### src/rtl/ctr_pkg.sv
// ctr_pkg: shared widths and FSM state type for the AES-256-CTR block path
package ctr_pkg;
  localparam int BLK_W = 128;
  localparam int KEY_W = 256;
  localparam int CNT_W = 8;
  typedef enum logic [2:0] {IDLE, LOAD, ISSUE, WAIT, OUT} ctr_state_t;
endpackage

### src/rtl/ctr_counter.sv
// ctr_counter: loadable block counter with full-width wrap-around
module ctr_counter #(
  parameter int W = 128
) (
  input  logic         clk,
  input  logic         rst,
  input  logic         load,
  input  logic         inc,
  input  logic [W-1:0] d,
  output logic [W-1:0] q
);
  logic [W-1:0] cnt_q, cnt_d;
  always_comb cnt_d = load ? d : inc ? cnt_q + W'(1) : cnt_q;
  always_ff @(posedge clk) cnt_q <= rst ? '0 : cnt_d;
  assign q = cnt_q;
endmodule

### src/rtl/ctr_block_scheduler.sv
// ctr_block_scheduler: issues counters to a shared AES core and XORs keystream into plaintext, one block in flight
module ctr_block_scheduler
  import ctr_pkg::*;
(
  input  logic             clk,
  input  logic             rst,
  input  logic             start,
  input  logic [KEY_W-1:0] key,
  input  logic [BLK_W-1:0] iv,
  input  logic [CNT_W-1:0] num_blocks,
  output logic             busy,
  output logic             done,
  input  logic             pt_valid,
  output logic             pt_ready,
  input  logic [BLK_W-1:0] pt_data,
  output logic             ct_valid,
  input  logic             ct_ready,
  output logic [BLK_W-1:0] ct_data,
  output logic             core_start,
  output logic [KEY_W-1:0] core_key,
  output logic [BLK_W-1:0] core_block,
  input  logic             core_done,
  input  logic [BLK_W-1:0] core_out
);
  ctr_state_t state_q, state_d;
  logic [KEY_W-1:0] key_q, key_d;
  logic [CNT_W-1:0] rem_q, rem_d;
  logic [BLK_W-1:0] pt_q, pt_d, ct_q, ct_d, ctr_q;
  logic busy_q, busy_d, done_q, done_d, ct_valid_q, ct_valid_d, core_start_q, core_start_d;
  logic ctr_load, ctr_inc;
  assign ctr_load = state_q == IDLE && start;
  assign ctr_inc = state_q == OUT && ct_ready;
  ctr_counter #(.W(BLK_W)) u_ctr (
    .clk (clk),
    .rst (rst),
    .load(ctr_load),
    .inc (ctr_inc),
    .d   (iv),
    .q   (ctr_q)
  );
  always_comb begin
    state_d = state_q;
    key_d = key_q;
    rem_d = rem_q;
    pt_d = pt_q;
    ct_d = ct_q;
    done_d = 1'b0;
    core_start_d = 1'b0;
    case (state_q)
      IDLE: if (start) begin
        key_d = key;
        rem_d = num_blocks;
        done_d = num_blocks == '0;
        state_d = num_blocks == '0 ? IDLE : LOAD;
      end
      LOAD: if (pt_valid) begin
        pt_d = pt_data;
        core_start_d = 1'b1;
        state_d = ISSUE;
      end
      ISSUE: state_d = WAIT;
      WAIT: if (core_done) begin
        ct_d = pt_q ^ core_out;
        state_d = OUT;
      end
      OUT: if (ct_ready) begin
        rem_d = rem_q - CNT_W'(1);
        done_d = rem_q == CNT_W'(1);
        state_d = rem_q == CNT_W'(1) ? IDLE : LOAD;
      end
      default: state_d = IDLE;
    endcase
    busy_d = state_d != IDLE;
    ct_valid_d = state_d == OUT;
  end
  always_ff @(posedge clk) begin
    if (rst) begin
      state_q <= IDLE;
      key_q <= '0;
      rem_q <= '0;
      pt_q <= '0;
      ct_q <= '0;
      busy_q <= 1'b0;
      done_q <= 1'b0;
      ct_valid_q <= 1'b0;
      core_start_q <= 1'b0;
    end else begin
      state_q <= state_d;
      key_q <= key_d;
      rem_q <= rem_d;
      pt_q <= pt_d;
      ct_q <= ct_d;
      busy_q <= busy_d;
      done_q <= done_d;
      ct_valid_q <= ct_valid_d;
      core_start_q <= core_start_d;
    end
  end
  assign busy = busy_q;
  assign done = done_q;
  assign pt_ready = state_q == LOAD;
  assign ct_valid = ct_valid_q;
  assign ct_data = ct_q;
  assign core_start = core_start_q;
  assign core_key = key_q;
  assign core_block = ctr_q;
endmodule
### config.mk
export PLATFORM = sky130hd
export DESIGN_NAME = ctr_block_scheduler
export DESIGN_NICKNAME = d
export VERILOG_FILES = /design/src/rtl/ctr_pkg.sv /design/src/rtl/ctr_counter.sv /design/src/rtl/ctr_block_scheduler.sv
export SDC_FILE = /design/constraint.sdc
export NUM_CORES = 1
export LEC_CHECK = 0
export BUFFER_PORTS_ARGS = -buffer_cell sky130_fd_sc_hd__buf_2
export CAP_MARGIN = 20
export CORE_AREA = 2 2 459 461
export CTS_BUF_LIST = sky130_fd_sc_hd__clkbuf_4
export DETAILED_ROUTE_END_ITERATION = 7
export DIE_AREA = 0 0 461 463
export PLACE_DENSITY = 0.3
export SETUP_SLACK_MARGIN = 0.3
export SYNTH_ARGS = -nofsm -noshare
export SYNTH_HDL_FRONTEND = slang
export SYNTH_SLANG_ARGS = --single-unit
### constraint.sdc
create_clock -name clk -period 4.25 [get_ports clk]
set_input_delay 1.0625 -clock clk [delete_from_list [all_inputs] [get_ports clk]]
set_output_delay 1.0625 -clock clk [all_outputs]
set_load 0.01 [all_outputs]
Word level (Yosys, flattened, before mapping)
Cells that the tools add are included.
{ "op_classes": {"shifts": 0, "n_eq_ne": 8, "order_cmp": 0, "n_reduce_logical": 12, "n_addsub": 2, "div": 0, "mux": 16, "n_bitwise": 2, "mul": 0} }
{ "op_table": {"columns": ["op", "n"], "rows": [
  ["two-way mux 128 bit", 2],
  ["adder 128 x 1 -> 128 bit (second input constant)", 1],
  ["bitwise XOR 128 bit", 1],
  ["two-way mux 8 bit", 2],
  ["one-hot mux 8 bit (2 select lines)", 1],
  ["one-hot mux 3 bit (5 select lines)", 1],
  ["two-way mux 3 bit", 4],
  ["equality test 8 x 1 -> 1 bit (second input constant)", 1],
  ["logical NOT 8 bit", 1],
  ["subtractor 8 x 1 -> 8 bit (second input constant)", 1],
  ["equality test 3 x 2 -> 1 bit (second input constant)", 2],
  ["equality test 3 bit (second input constant)", 2],
  ["AND reduction 2 bit", 3],
  ["two-way mux 1 bit", 5],
  ["!= test 2 bit (second input constant)", 2],
  ["nonzero test 2 bit", 2],
  ["equality test 3 x 1 -> 1 bit (second input constant)", 1],
  ["logical NOT 3 bit", 1],
  ["AND reduction 3 bit", 1],
  ["nonzero test 3 bit", 1],
  ["logical AND 1 bit", 2],
  ["one-hot mux 1 bit (2 select lines)", 1],
  ["OR reduction 2 bit", 1],
  ["inverter 1 bit", 1]
]} }
{ "word_totals": {"ram_bits": 0, "regBits": 655, "rom_bits": 0, "elab_cells": 50, "mem_count": 0, "latchBits": 0, "out_inout_bits": 517} }

Longest topological paths before layout
{ "depth": {"depth_word": 5, "mapped_depth": 9, "depth_no_buf": 8} }

By module
A second synthesis with hierarchy kept.
{ "hier_totals": {"hier_cells": 3456, "area_unflattened_um2": 27621.5} }
{ "by_module_without_submodules": {"columns": ["mod", "area_each_um2", "instances", "cells_per_inst"], "rows": [
  ["ctr_block_scheduler", 19238.5, 1, 2332],
  ["ctr_counter", 8383.0, 1, 1124]
]} }

Worst setup path before layout
No wires, ideal clock.
{ "synth_path": {"path_type": "input -> register", "start": "input ct_ready", "end": "register u_ctr.cnt_q[108], in the netlist u_ctr.q[108]", "path_slack_ns": 1.204, "arrival_ns": 2.984, "stages": 7, "path_cell_list": "nand4bb_1 -> nor4_2 -> nand4_1 -> or3_1 -> clkbuf_1 -> or4_1 -> nand3_1"} }
{ "synth_between": {"elab_chain_cells": 2} }
{ "synth_rtl": {"columns": ["element", "line_no", "source"], "rows": [
  ["start, declared", "ctr_block_scheduler.sv:17", "input logic ct_ready,"],
  ["logical AND 1 bit", "ctr_block_scheduler.sv:32", "assign ctr_inc = state_q == OUT && ct_ready;"],
  ["nonzero test 2 bit (no source line)", null, null],
  ["end signal, assigned", "ctr_counter.sv:14", "always_ff @(posedge clk) cnt_q <= rst ? '0 : cnt_d;"],
  ["end, declared", "ctr_counter.sv:12", "logic [W-1:0] cnt_q, cnt_d;"]
]} }
No other way between the ends.
A chain may end at the register's enable or synchronous reset.

Final worst setup path
{ "layout_path": {"start": "register state_q[0]", "end": "output pt_ready"} }
{ "layout_between": {"elab_chain_cells": 1} }
{ "layout_rtl": {"columns": ["element", "line_no", "source"], "rows": [
  ["start, declared", "ctr_block_scheduler.sv:25", "ctr_state_t state_q, state_d;"],
  ["start signal, assigned", "ctr_block_scheduler.sv:88", "state_q <= state_d;"],
  ["equality test 3 x 1 -> 1 bit", "ctr_block_scheduler.sv:101", "assign pt_ready = state_q == LOAD;"],
  ["end, declared", "ctr_block_scheduler.sv:14", "output logic pt_ready,"]
]} }
No other way between the ends.

==> results.env <==
RUN_STATUS='complete, no violations'
TIMING.FINAL.CRIT_PERIOD_PS=3593
FIRST_GLOBAL_VIAS=33820
AREA_GROWTH_SYN_TO_LAYOUT_PCT=65.85
CP_DATA_REQUIRED_TIME_PS=3190
GRT_UTIL_MET2_PCT=29.45
VIA_PER_INST=3.991
WORSTPATHCELLLIST='nand2b_1 -> nor2_1 -> buf_2'
DETAILROUTE.VIA_COUNT=32910
MAXSLEWHEADROOM_PCT=32.28
CLASS_OF_THE_MOST_CRITICAL_SETUP_PATH='flip-flop to output pin'
CTS-ROOT-BUF='sky130_fd_sc_hd__clkbuf_4'
AVGSYNTHCELLAREA_UM2=7.880
TIMING.CRITICAL_PATH.TO_TYPE='output pin'
POSTSYNTH.TOPFLOPCELL='sky130_fd_sc_hd__dfxtp_1'
P_LEAK_nW=17.92
YOSYS_TOP_CELL_AREA_SHARE_PCT=48.10
MAXIMUM_NUMBER_OF_PINS_ON_ONE_NET_BEFORE_GLOBAL_ROUTE_REPAIR=181
CTS_MAX_PATH_BUFS=3
FIRST_ITER_VIOLATIONS=1830
CLOCK_TREE.HTREE_LEVEL_COUNT=4
GRT_BUSIEST_LAYER='met2'
ROUTED_WIRELENGTH_UM=195500
FINAL_AREA_MM2=0.04521
CORE-AREA_MM2=0.2085
SYNTH-XOR-AREA-SHARE_PCT=5.623
GRTUSAGEMET3_PCT=5.749
DRT.ANTENNA.VIOLATING_NETS=0
AREA_OF_THE_MAPPED_NETLIST_MM2=0.02726
MAX_CAP_VIOLATIONS=0
FINAL_HOLD_VIOL_COUNT=0
SYNTHESIZED_NET_COUNT=4116
SYNTH_LARGEST_AREA_CELL='sky130_fd_sc_hd__dfxtp_1'
CRITICAL_PATH.SLOWEST_CELL='sky130_fd_sc_hd__dfxtp_1'
CELL_COUNT_AFTER_SYNTHESIS=3459
TRITONCTS='built'
CTS.CLK_SLEW.WORST_PATHS_PS=60
DETAIL_ROUTE.WL_PER_CELL_UM=23.71
CTS_RESIZED=0
PLACE.PORT_BUFFERS=1170
TRITONCTS.NUM_BUFFERS=215
DOMINANT_COMBINATIONAL_CELL_FAMILY_BY_AREA_AFTER_SYNTHESIS='simple AND/OR/NAND/NOR gates'
MAX_FO_CRITICAL_PATH=11
ANTENNA_FOUND_INITIAL=90
SYNTHMOSTINSTANTIATEDCELL='sky130_fd_sc_hd__nand2_1'
FINAL_NET_COUNT=5940
DRT-PASS1-ITER-COUNT=7
FINAL_MIN_PERIOD_OVER_CLOCK_PERIOD_PCT=84.54
DIE-HEIGHT_UM=463
YOSYS_WARNINGS=0
FINALWEIGHTEDCONGESTION=0.9068
SYNTH_ENABLE_FLOP_CELLS=0
YOSYS-MUX-AREA-FRACTION_PCT=0.5416
WORST_CLOCK_SKEW_PS=81.93
GR-USAGE-MET1_PCT=21.79
POST-DP-HPWL_UM=153800
RSZ0062_AT_GRT='false'
IR_DROP_uV=187.9
GRT_OVERFLOW_TOTAL=0
SETUP-VIOLATIONS-FINAL=0
FP-ROW-COUNT=168
CRIT_ARRIVAL_PS=2530
POST_SYNTH_FA_HA_MAJ_AREA_FRACTION_PCT=0.1377
CLOCK_INSERTION_DELAY_WORST_SKEW_PS=1230
YS_ASYNC_SR_FRACTION_PCT=0
HP-CLASS='input pin to flip-flop'
CRITICAL_PATH.MAX_STAGE_DELAY_PS=580
DIE_AREA_MM2=0.2134
PLACED_AREA_MM2=0.03662
POWER-PER-CELL-AREA_mW_PER_MM2=368.8
INITIAL_CELL_DENSITY_OF_THE_CORE_PCT=13.07
SYNTH-COMPOUND-AREA-SHARE_PCT=15.60
NETLIST-CELL-TYPE-COUNT=56
IO_PINS=1171
YS_FF_LATCH=655
GRT_PASS1_WL_UM=269200
DIE_W_UM=461
YS_SEQ_AREA_SHARE_PCT=48.10
DETAIL_ROUTE.DRC_VIOLATIONS=0
GLOBALROUTETOTALUTIL_PCT=17.70
FINAL.SETUP.TNS_PS=0
START_KIND='flip-flop'
YOSYS.AREA_SHARE.SIMPLE_PCT=26.26
CTS_NUM_SINKS=655
SHARE_OF_LAYOUT_CELLS_ABOVE_DRIVE_STRENGTH_1_PCT=29.92
TIMING.FMAX_MHz=278.3
WORST-SLEW-PIN-TRANSITION_PS=1016
FINALMAXSLEWVIOLATIONS=0
POST_SYNTH_MOST_FREQUENT_CELLS='sky130_fd_sc_hd__nand2_1, sky130_fd_sc_hd__dfxtp_1, sky130_fd_sc_hd__a21oi_1'
SYNTH.TOP_CELLS.BY_AREA='sky130_fd_sc_hd__dfxtp_1, sky130_fd_sc_hd__nand2_1, sky130_fd_sc_hd__a21oi_1, sky130_fd_sc_hd__xnor2_1, sky130_fd_sc_hd__a211oi_1'
state kept, by name (all words and copies together), names as in the netlist:
signal,cells
core_key,256
ct_data,128
pt_q,128
state_q,3
rem_q,8
ct_valid,1
core_start,1
u_ctr.q,128
done,1
busy,1
area by class of cell:
type / instances / area [um^2]
Fill cell: 23910 / 163300
Multi-Input combinational cell: 2535 / 13170
Sequential cell: 655 / 13110
Timing Repair Buffer: 1855 / 12700
Tap cell: 2805 / 3510
Clock buffer: 307 / 2305
Clock inverter: 42 / 266.5
Inverter: 21 / 78.83
Antenna cell: 26 / 65.06
report_power, final:
| group | total (mW) | switching, mW | internal, mW |
|---|---|---|---|
| Clock | 6.65 | 3.34 | 3.31 |
| Combinational | 3.09 | 1.81 | 1.28 |
| Sequential | 6.93 | 0.398 | 6.54 |
| Total | 16.7 | 5.54 | 11.1 |
final timing paths:
path | from | endpoint | slack [ps] | cells past startpoint
max reg2reg | u_ctr.q[16]$_SDFFE_PP0P_ | u_ctr.q[91]$_SDFFE_PP0P_ | 740 | 7
min reg2reg | core_key[238]$_SDFFE_PP0P_ | core_key[238]$_SDFFE_PP0P_ | 450 | 2
min | iv[78] | u_ctr.q[78]$_SDFFE_PP0P_ | 220 | 3
max | state_q[0]$_SDFF_PP0_ | pt_ready | 660 | 3
worst max-delay path, delay by kind of cell, from the launching register on:
| kind | cells | cell delay [ps] |
|---|---|---|
| buffers and inverters | 1 | 290 |
| flip-flops | 1 | 580 |
| AND/OR/NAND/NOR | 2 | 460 |
layer usage:
| metal | vias to the layer above | share of wire [%] |
|---|---|---|
| met1 | 15610 | 43 |
| met3 | 310 | 7.8 |
| met5 | - | 0.14 |
| li1 | 15730 | - |
| met4 | 48 | 2.2 |
| met2 | 1212 | 47 |
what timing repair did:
action	in CTS	in global routing
hold endpoints to repair	595	0
buffers inserted	0	0
hold buffers	595	0
cells in the final DEF (no fill, tap or decap), types with 23 or more instances in the layout:
cell type and n:
sky130_fd_sc_hd__nor4_1 75, sky130_fd_sc_hd__or3_1 26, sky130_fd_sc_hd__a21oi_1 435, sky130_fd_sc_hd__diode_2 26
sky130_fd_sc_hd__clkinv_1 26, sky130_fd_sc_hd__nor2_1 271, sky130_fd_sc_hd__buf_2 1169, sky130_fd_sc_hd__dfxtp_1 655
sky130_fd_sc_hd__nand4_1 96, sky130_fd_sc_hd__buf_4 74, sky130_fd_sc_hd__dlygate4sd3_1 595, sky130_fd_sc_hd__nand2_1 905
sky130_fd_sc_hd__xnor2_1 168, sky130_fd_sc_hd__nor3_1 75, sky130_fd_sc_hd__clkbuf_4 307, sky130_fd_sc_hd__a31oi_1 23
sky130_fd_sc_hd__a211oi_1 176, sky130_fd_sc_hd__nand3_1 90
kinds of logic after synthesis:
family / after synthesis
buffers and inverters: 269
AO/OA/AOI/OAI: 716
flip-flops: 655
AND/OR/NAND/NOR: 1627
adder cells (fa/ha/maj): 3
XOR/XNOR: 175
multiplexers: 14
metrics by stage:
step | power (mW) | hold WS (ps) | cells | util (%) | worst slack (ps)
CTS | 17.16 | 1.194 | 8220 | 21.65 | 326.6
floorplan | 8.128 | 445.0 | 3459 | - | 1204
detailed placement | 9.708 | 443.6 | 7276 | 17.56 | 83.52
finish | 16.67 | 219.2 | 8246 | 21.68 | 657.1
global placement | 9.703 | 440.6 | 7276 | 17.56 | 105.2
global route | 17.71 | 4.207 | 8238 | 21.67 | 277.7
(Power assumes the default switching activity.)
